==> config.mk <==
export PLATFORM = sky130hd
export DESIGN_NAME = dense_mac_requant_engine
export DESIGN_NICKNAME = d
export VERILOG_FILES = /design/src/rtl/dense_mac_requant_engine.sv
export SDC_FILE = /design/constraint.sdc
export NUM_CORES = 2
export LEC_CHECK = 0
export CAP_MARGIN = 20
export CORE_ASPECT_RATIO = 1.1
export CORE_MARGIN = 3
export CORE_UTILIZATION = 55
export CTS_CLUSTER_SIZE = 28
export DETAILED_ROUTE_END_ITERATION = 6
export PLACE_DENSITY = 0.77
export SETUP_SLACK_MARGIN = 0.3
export SYNTH_ARGS = -nofsm -noshare
export SYNTH_HDL_FRONTEND = slang
export SYNTH_SLANG_ARGS = --single-unit
==> constraint.sdc <==
create_clock -name i_clk -period 22.5 [get_ports i_clk]
set_input_delay 4.5 -clock i_clk [delete_from_list [all_inputs] [get_ports i_clk]]
set_output_delay 4.5 -clock i_clk [all_outputs]
set_load 0.02 [all_outputs]
==> src/rtl/dense_mac_requant_engine.sv <==
// rtl/dense_mac_requant_engine.sv - zero-point int8 dot product, bias, ReLU and int8 requantization
// One output neuron per job; products come from an external combinational multiplier.
module dense_mac_requant_engine #(
  parameter int LEN_W = 10,
  parameter int ACC_W = 32
) (
  input  logic                    i_clk,
  input  logic                    i_rst_n,
  input  logic                    i_start,
  input  logic [LEN_W-1:0]        i_vec_len,
  input  logic signed [7:0]       i_input_zp,
  input  logic signed [7:0]       i_filter_zp,
  input  logic signed [7:0]       i_output_zp,
  input  logic signed [31:0]      i_bias,
  input  logic signed [31:0]      i_quant_mult,
  input  logic signed [31:0]      i_quant_shift,
  input  logic                    i_relu_bypass,
  input  logic                    i_valid,
  output logic                    o_ready,
  input  logic signed [7:0]       i_x,
  input  logic signed [7:0]       i_w,
  output logic signed [15:0]      o_mul_a,
  output logic signed [15:0]      o_mul_b,
  input  logic signed [ACC_W-1:0] i_mul_z,
  output logic                    o_valid,
  input  logic                    i_ready,
  output logic [7:0]              o_y,
  output logic                    o_busy
);

  typedef enum logic [2:0] {S_IDLE, S_MAC, S_BIAS, S_REQ, S_OUT} state_t;

  state_t                  r_state;
  state_t                  w_next;
  logic [LEN_W-1:0]        r_len;
  logic [LEN_W-1:0]        r_cnt;
  logic signed [7:0]       r_input_zp;
  logic signed [7:0]       r_filter_zp;
  logic signed [7:0]       r_output_zp;
  logic signed [31:0]      r_bias;
  logic signed [31:0]      r_quant_mult;
  logic [6:0]              r_total_shift;
  logic                    r_relu_bypass;
  logic signed [ACC_W-1:0] r_acc;
  logic [7:0]              r_y;

  logic                    w_accept;
  logic                    w_last_beat;
  logic signed [ACC_W-1:0] w_biased;
  logic signed [63:0]      w_acc64;
  logic signed [63:0]      w_mult64;
  logic signed [63:0]      w_round;
  logic signed [63:0]      w_p64;
  logic signed [63:0]      w_s64;
  logic [15:0]             w_sum16;
  logic                    w_unused;

  assign o_mul_a = 16'($signed(i_x)) - 16'($signed(r_input_zp));
  assign o_mul_b = 16'($signed(i_w)) - 16'($signed(r_filter_zp));

  assign w_accept    = i_valid && (r_state == S_MAC);
  assign w_last_beat = (r_cnt == r_len - LEN_W'(1));
  assign w_biased    = r_acc + r_bias;

  // Sign-extend both operands to 64 bits so the low 64 product bits are the exact signed product.
  assign w_acc64  = {{(64-ACC_W){r_acc[ACC_W-1]}}, r_acc};
  assign w_mult64 = {{32{r_quant_mult[31]}}, r_quant_mult};
  assign w_round  = 64'sd1 <<< (r_total_shift - 7'd1);
  assign w_p64    = (w_acc64 * w_mult64) + w_round;
  assign w_s64    = w_p64 >>> r_total_shift;
  assign w_sum16  = w_s64[15:0] + {{8{r_output_zp[7]}}, r_output_zp};
  assign w_unused = ^{w_s64[63:16], w_sum16[15:8], i_quant_shift[31:7]};

  always_ff @(posedge i_clk or negedge i_rst_n) begin
    if (!i_rst_n) begin
      r_state <= S_IDLE;
    end else begin
      r_state <= w_next;
    end
  end

  always_comb begin
    w_next  = r_state;
    o_ready = 1'b0;
    o_valid = 1'b0;
    o_busy  = 1'b1;
    case (r_state)
      S_IDLE: begin
        o_busy = 1'b0;
        if (i_start) begin
          w_next = (i_vec_len == '0) ? S_BIAS : S_MAC;
        end
      end
      S_MAC: begin
        o_ready = 1'b1;
        if (w_accept && w_last_beat) begin
          w_next = S_BIAS;
        end
      end
      S_BIAS: w_next = S_REQ;
      S_REQ:  w_next = S_OUT;
      S_OUT: begin
        o_valid = 1'b1;
        if (i_ready) begin
          w_next = S_IDLE;
        end
      end
      default: w_next = S_IDLE;
    endcase
  end

  always_ff @(posedge i_clk or negedge i_rst_n) begin
    if (!i_rst_n) begin
      r_len         <= '0;
      r_cnt         <= '0;
      r_input_zp    <= '0;
      r_filter_zp   <= '0;
      r_output_zp   <= '0;
      r_bias        <= '0;
      r_quant_mult  <= '0;
      r_total_shift <= '0;
      r_relu_bypass <= 1'b0;
      r_acc         <= '0;
      r_y           <= '0;
    end else begin
      case (r_state)
        S_IDLE: begin
          if (i_start) begin
            r_len         <= i_vec_len;
            r_cnt         <= '0;
            r_input_zp    <= i_input_zp;
            r_filter_zp   <= i_filter_zp;
            r_output_zp   <= i_output_zp;
            r_bias        <= i_bias;
            r_quant_mult  <= i_quant_mult;
            r_total_shift <= 7'd31 - i_quant_shift[6:0];
            r_relu_bypass <= i_relu_bypass;
            r_acc         <= '0;
          end
        end
        S_MAC: begin
          if (w_accept) begin
            r_acc <= r_acc + i_mul_z;
            r_cnt <= r_cnt + LEN_W'(1);
          end
        end
        // ReLU is folded into the bias step so REQ sees the clamped value directly.
        S_BIAS: begin
          r_acc <= (!r_relu_bypass && w_biased[ACC_W-1]) ? '0 : w_biased;
        end
        S_REQ: begin
          r_y <= w_sum16[7:0];
        end
        default: ;
      endcase
    end
  end

  assign o_y = r_y;

endmodule

## Word-level counts from Yosys, hierarchy flattened

Index checks and enable logic that the tools add are counted.

- Register bits: 159
- Logic and storage cells: 61
- Output and inout bits: 43

- Reductions and logical operators: 12
- Add/sub/neg operators: 10
- Shifts and indexed selects: 2
- Multiply operators: 1
- Mux-type cells: 15
- Eq/ne operators: 9

Operators by type and width:

| kind | number |
|---|---|
| 32-bit 2-to-1 mux | 3 |
| 32-bit case mux with 3 select lines | 1 |
| 32-bit adder | 2 |
| 64-bit adder | 1 |
| 32-bit by 32-bit multiplier with 64-bit output | 1 |
| 2-bit by 7-bit <<< shifter with 64-bit output (first input constant) | 1 |
| 64-bit by 7-bit >>> shifter with 8-bit output | 1 |
| 10-bit 2-to-1 mux | 2 |
| 10-bit case mux with 2 select lines | 1 |
| 8-bit by 8-bit subtractor with 9-bit output | 2 |
| 3-bit case mux with 5 select lines | 1 |
| 10-bit by 1-bit adder with 10-bit output (second input constant) | 1 |
| 10-bit == test | 1 |
| 10-bit logical NOT | 1 |
| 10-bit by 1-bit subtractor with 10-bit output (second input constant) | 1 |
| 3-bit 2-to-1 mux | 3 |
| 3-bit AND reduction | 3 |
| 8-bit adder | 1 |
| 5-bit by 7-bit subtractor with 7-bit output (first input constant) | 1 |
| 7-bit by 1-bit subtractor with 7-bit output (second input constant) | 1 |
| 3-bit by 2-bit == test with 1-bit output (second input constant) | 2 |
| 2-bit != test (second input constant) | 3 |
| 3-bit by 1-bit == test with 1-bit output (second input constant) | 1 |
| 3-bit == test (second input constant) | 1 |
| other kinds (9) | 13 |

## Logic depth before layout (Yosys ltp)

- Depth in word-level cells: 5
- Gate-level depth with buffers: 50
- Gate-level depth less buffers: 46

## Worst setup path before layout

OpenSTA, ideal clock, no wires.

- Kind: reg-to-reg
- Start point: register r_total_shift[3]
- End point: register r_y[7] (netlist: o_y[7])
- Library setup time: 0.132 ns
- Cell stages (with the launch flop): 48
- Required time: 22.368 ns
- Slack: 11.173 ns
- Arrival time: 11.194 ns
- Path buffers: 5
- Path through: dfrtp_1 > clkbuf_1 > inv_1 > clkbuf_1 > buf_1 > clkbuf_1 > nand2_1 > nor3_1 > nand2_1 > fa_1 > fa_1 > fa_1 > fa_1 > inv_1 > fa_1 > inv_1 > fa_1 > fa_1 > (+12 left out) > mux2_2 > and2_1 > a2111oi_0 > a211o_1 > nor3_2 > ha_1 > a21o_1 > a21o_1 > a21o_1 > a21oi_1 > o21bai_1 > a21oi_1 > xor2_1 > nor2_1 > inv_1 > nor4_1 > a31oi_1 > o211ai_1

- Longest elaborated chain between the ends: 5

Ends and longest elaborated chain:

| item | line | source |
|---|---|---|
| from (decl) | 42 | `logic [6:0] r_total_shift;` |
| from (signal assigned) | 136 | `r_total_shift <= 7'd31 - i_quant_shift[6:0];` |
| 7-bit by 1-bit subtractor with 7-bit output | 68 | `assign w_round = 64'sd1 <<< (r_total_shift - 7'd1);` |
| 2-bit by 7-bit <<< shifter with 64-bit output | 68 |  |
| 64-bit adder | 69 | `assign w_p64 = (w_acc64 * w_mult64) + w_round;` |
| 64-bit by 7-bit >>> shifter with 8-bit output * | 70 | `assign w_s64 = w_p64 >>> r_total_shift;` |
| 8-bit adder * | 71 | `assign w_sum16 = w_s64[15:0] + {{8{r_output_zp[7]}}, r_output_zp};` |
| to (signal assigned) | 152 | `r_y <= w_sum16[7:0];` |
| to (decl) | 45 | `logic [7:0] r_y;` |

Every way passes the cells marked *; elsewhere a longest branch is shown, timed or not.
A chain may end at the register's enable or synchronous reset.

## Worst setup path after layout

- Start point: register r_total_shift[1]
- End point: register r_y[7] (netlist: o_y[7])

The elaborated chain is that of the path after synthesis.

==> impl_results.md <==
- RSZ-0062 raised after global routing: no
- Synthesized instance count: 5703
- Initial antenna violation count: 6
- Critical path startpoint category: register
- CP max stage delay: 0.72 ns
- Pin count of the biggest net entering global routing: 63
- Maximum clock frequency: 74.3 MHz
- Detailed-placement wirelength estimate: 115000 um
- Shortest clock period the worst path allows after layout: 13.45 ns
- Post-route clock skew: 0.0286 ns
- Clock tree from TritonCTS: done
- DR vias/cell: 5.81
- Slowest cell on the critical path: sky130_fd_sc_hd__nor2_1
- First-pass GRT wire length: 230000 um
- Detailed router's first-iteration violation count: 2800
- Sink count of the clock tree: 159
- Synthesis-to-layout area growth: 6.81%
- Clock latency reported for the late side of the worst-skew pair: 0.52 ns
- Routed length per instance: 20.0 um
- Setup crit end kind: register
- Total Negative Setup Slacks: 0 ns
- Die Span X: 301 um
- Area leader, netlist: sky130_fd_sc_hd__fa_1
- Post-DRT Antenna Nets: 0
- Total congestion overflow after global routing: 0
- I/O pin total: 227
- Cell Area, Synth: 52800 um^2
- Starting utilization of the core area: 55.8%
- Max Cap Viol: 0
- Portion of synthesized cell area occupied by the leading cell type: 46.1%
- Final count of hold timing violations: 0
- Via count of the first global-routing pass: 44056
- Primary flip-flop cell chosen by synthesis mapping: sky130_fd_sc_hd__dfrtp_1
- Critical Path RT: 22.86 ns
- Number of buffers added by the clock tree synthesis step: 17
- Final layout net count: 7389
- Cell row count: 118
- Register area share after synthesis: 7.54%
- Share of synthesized registers carrying an async set or reset: 100%
- Final Setup Violations: 0
- Root buffer selected by CTS: sky130_fd_sc_hd__clkbuf_16
- Clk slew on worst S/H paths: 0.07 ns
- Share of final-layout standard cells stronger than drive strength 1: 4.83%
- DIE AREA: 99700 um^2
- Hold buffers post-CTS: 0
- Vias after detailed routing: 40411
- Warning count from the yosys run: 0
- Core Footprint: 94600 um^2
- Number of cells upsized or downsized after cts: 0
- Final Worst Setup Slack: 9.05 ns
- Maximum root-to-sink buffer count: 2
- Critical path arrival: 13.82 ns
- Nets in the synthesized netlist: 7407
- Port Buffer Count: 201
- GP Congestion: 1.00
- Slew at the pin closest to its max-slew limit: 1.17 ns
- Number of optimization iterations in the first detailed-route pass: 5
- Type of the worst setup path: reg2reg
- Number of post-CTS setup repair buffers: 0
- Flip-flop and latch count after synthesis: 159
- Max Transition Viols Final: 0
- Cell with the most instances on the worst path: sky130_fd_sc_hd__fa_1
- Share of the clock period used by the worst path after layout: 59.8%
- Number of flops mapped to enable cells by yosys: 0
- Status: complete, no violations
- Post-placement worst setup slack: 9.32 ns
- Overall global routing resource usage: 29.2%
- Crit Path Max Fanout: 34
- Class of the tightest hold or removal check: reg2reg
- DRC violations left: 0
- Number of distinct standard cells referenced by the synthesized netlist: 91
- Worst slew slack as a fraction of its limit: 22.1%
- Cell types with the largest area share after synthesis: sky130_fd_sc_hd__fa_1 (46%), sky130_fd_sc_hd__dfrtp_1 (7.5%), sky130_fd_sc_hd__ha_1 (7.2%), sky130_fd_sc_hd__nand2_1 (6.7%), sky130_fd_sc_hd__inv_1 (6.7%)
- Mapped Avg Cell Area: 9.25 um^2
- Routed wire length: 139000 um
- Vertical die dimension: 331 um
- CTS H-tree depth: 4
==> sequential cells by signal, summed over array words and instances (netlist names), 7 cells and up <==
register and count:
r_quant_mult 32, r_input_zp 8, r_filter_zp 8, r_len 10
r_bias 32, r_output_zp 8, o_y 8, r_cnt 10
r_total_shift 7, r_acc 32
==> per-stage QoR <==
| stage | instances | instance area (um^2) | util, % | hold WS, ns |
|---|---|---|---|---|
| finish | 6961 | 56400 | 59.6 | 0.493 |
| global placement | 6924 | 55700 | 58.9 | 0.470 |
| CTS | 6957 | 56400 | 59.6 | 0.499 |
| global route | 6961 | 56400 | 59.6 | 0.525 |
| detailed placement | 6926 | 55800 | 58.9 | 0.478 |
| floorplan | 5703 | 52800 | - | 0.485 |
==> cells by family after synthesis <==
group	Yosys count	synth area share [%]
mux	165	3.73
xor+xnor	158	2.62
simple gates	1756	15.4
compound gates	683	8.32
fa+ha+maj	1520	53.3
flops	159	7.54
buf+inv	1262	9.11
==> cell usage in the layout (no fill, tap or decap), drive strengths merged, types with 29 or more instances in the layout <==
| cell | n |
|---|---|
| xor2 | 68 |
| nand2 | 945 |
| a21o | 52 |
| and2 | 330 |
| o21ai | 178 |
| ha | 305 |
| dfrtp | 159 |
| a31oi | 31 |
| nand4 | 31 |
| fa | 1215 |
| buf | 85 |
| mux2 | 103 |
| nor3 | 55 |
| nand2b | 46 |
| inv | 942 |
| clkdlybuf4s50 | 200 |
| nand3 | 42 |
| nor2 | 190 |
| mux2i | 47 |
| xnor2 | 90 |
| a21oi | 184 |
| a211oi | 29 |
==> layer usage <==
metal | track usage (%) | share of wire, % | wire length, um | vias to the layer above
met2 | 50.5 | 51 | 71100 | 1633
met5 | 0 | 0.039 | 54 | -
met4 | 11.5 | 4.0 | 5630 | 2
met3 | 4.18 | 6.7 | 9320 | 363
li1 | - | - | - | 17684
met1 | 37.2 | 38 | 53100 | 20729
==> final cells by class <==
class	count	area (um^2)
Inverter	939	3520
Timing Repair Buffer	286	2690
Clock buffer	21	450
Clock inverter	10	130
Tap cell	1260	1580
Antenna cell	4	10.0
Multi-Input combinational cell	4282	44000
Fill cell	7924	38300
Sequential cell	159	3990
==> final timing paths <==
kind / startpoint / to / slack, ns / depth (start not counted)
worst max-delay path: r_total_shift[1] / o_y[7] / 9.05 / 43
worst min-delay path: o_y[4] / o_y[4] / 0.49 / 2
worst max register to register: r_total_shift[1] / o_y[7] / 9.05 / 43
worst min register to register: o_y[4] / o_y[4] / 0.49 / 2
max in group asynchronous: i_rst_n / r_acc[8] / 17.23 / 2
min in group asynchronous: i_rst_n / o_y[6] / 3.95 / 1
==> cells in the mapped netlist (19+ instances only) <==
cell type	count
sky130_fd_sc_hd__a211oi_1	28
sky130_fd_sc_hd__a21o_1	50
sky130_fd_sc_hd__a21oi_1	181
sky130_fd_sc_hd__a31oi_1	31
sky130_fd_sc_hd__and2_1	329
sky130_fd_sc_hd__and3_1	21
sky130_fd_sc_hd__clkbuf_1	283
sky130_fd_sc_hd__dfrtp_1	159
sky130_fd_sc_hd__fa_1	1215
sky130_fd_sc_hd__ha_1	305
sky130_fd_sc_hd__inv_1	936
sky130_fd_sc_hd__mux2_2	103
sky130_fd_sc_hd__mux2i_1	47
sky130_fd_sc_hd__nand2_1	945
sky130_fd_sc_hd__nand2b_1	46
sky130_fd_sc_hd__nand3_1	42
sky130_fd_sc_hd__nand4_1	31
sky130_fd_sc_hd__nor2_1	189
sky130_fd_sc_hd__nor2b_1	23
sky130_fd_sc_hd__nor3_1	54
sky130_fd_sc_hd__o211ai_1	20
sky130_fd_sc_hd__o21a_1	23
sky130_fd_sc_hd__o21ai_0	173
sky130_fd_sc_hd__o21bai_1	19
sky130_fd_sc_hd__xnor2_1	90
sky130_fd_sc_hd__xor2_1	68
==> critical path, delay by kind of cell (launching register included) <==
family	cells	cell delay, ns
AO/OA/AOI/OAI	13	3.22
XOR/XNOR	1	0.22
adder cells (fa/ha/maj)	10	4.89
buffers and inverters	5	0.58
flip-flops	1	0.49
multiplexers	3	0.82
AND/OR/NAND/NOR	11	3.06
Power is left out: the tool's default activity adds up to more than one toggle a clock period on the data nets, which glitch-free logic cannot reach.
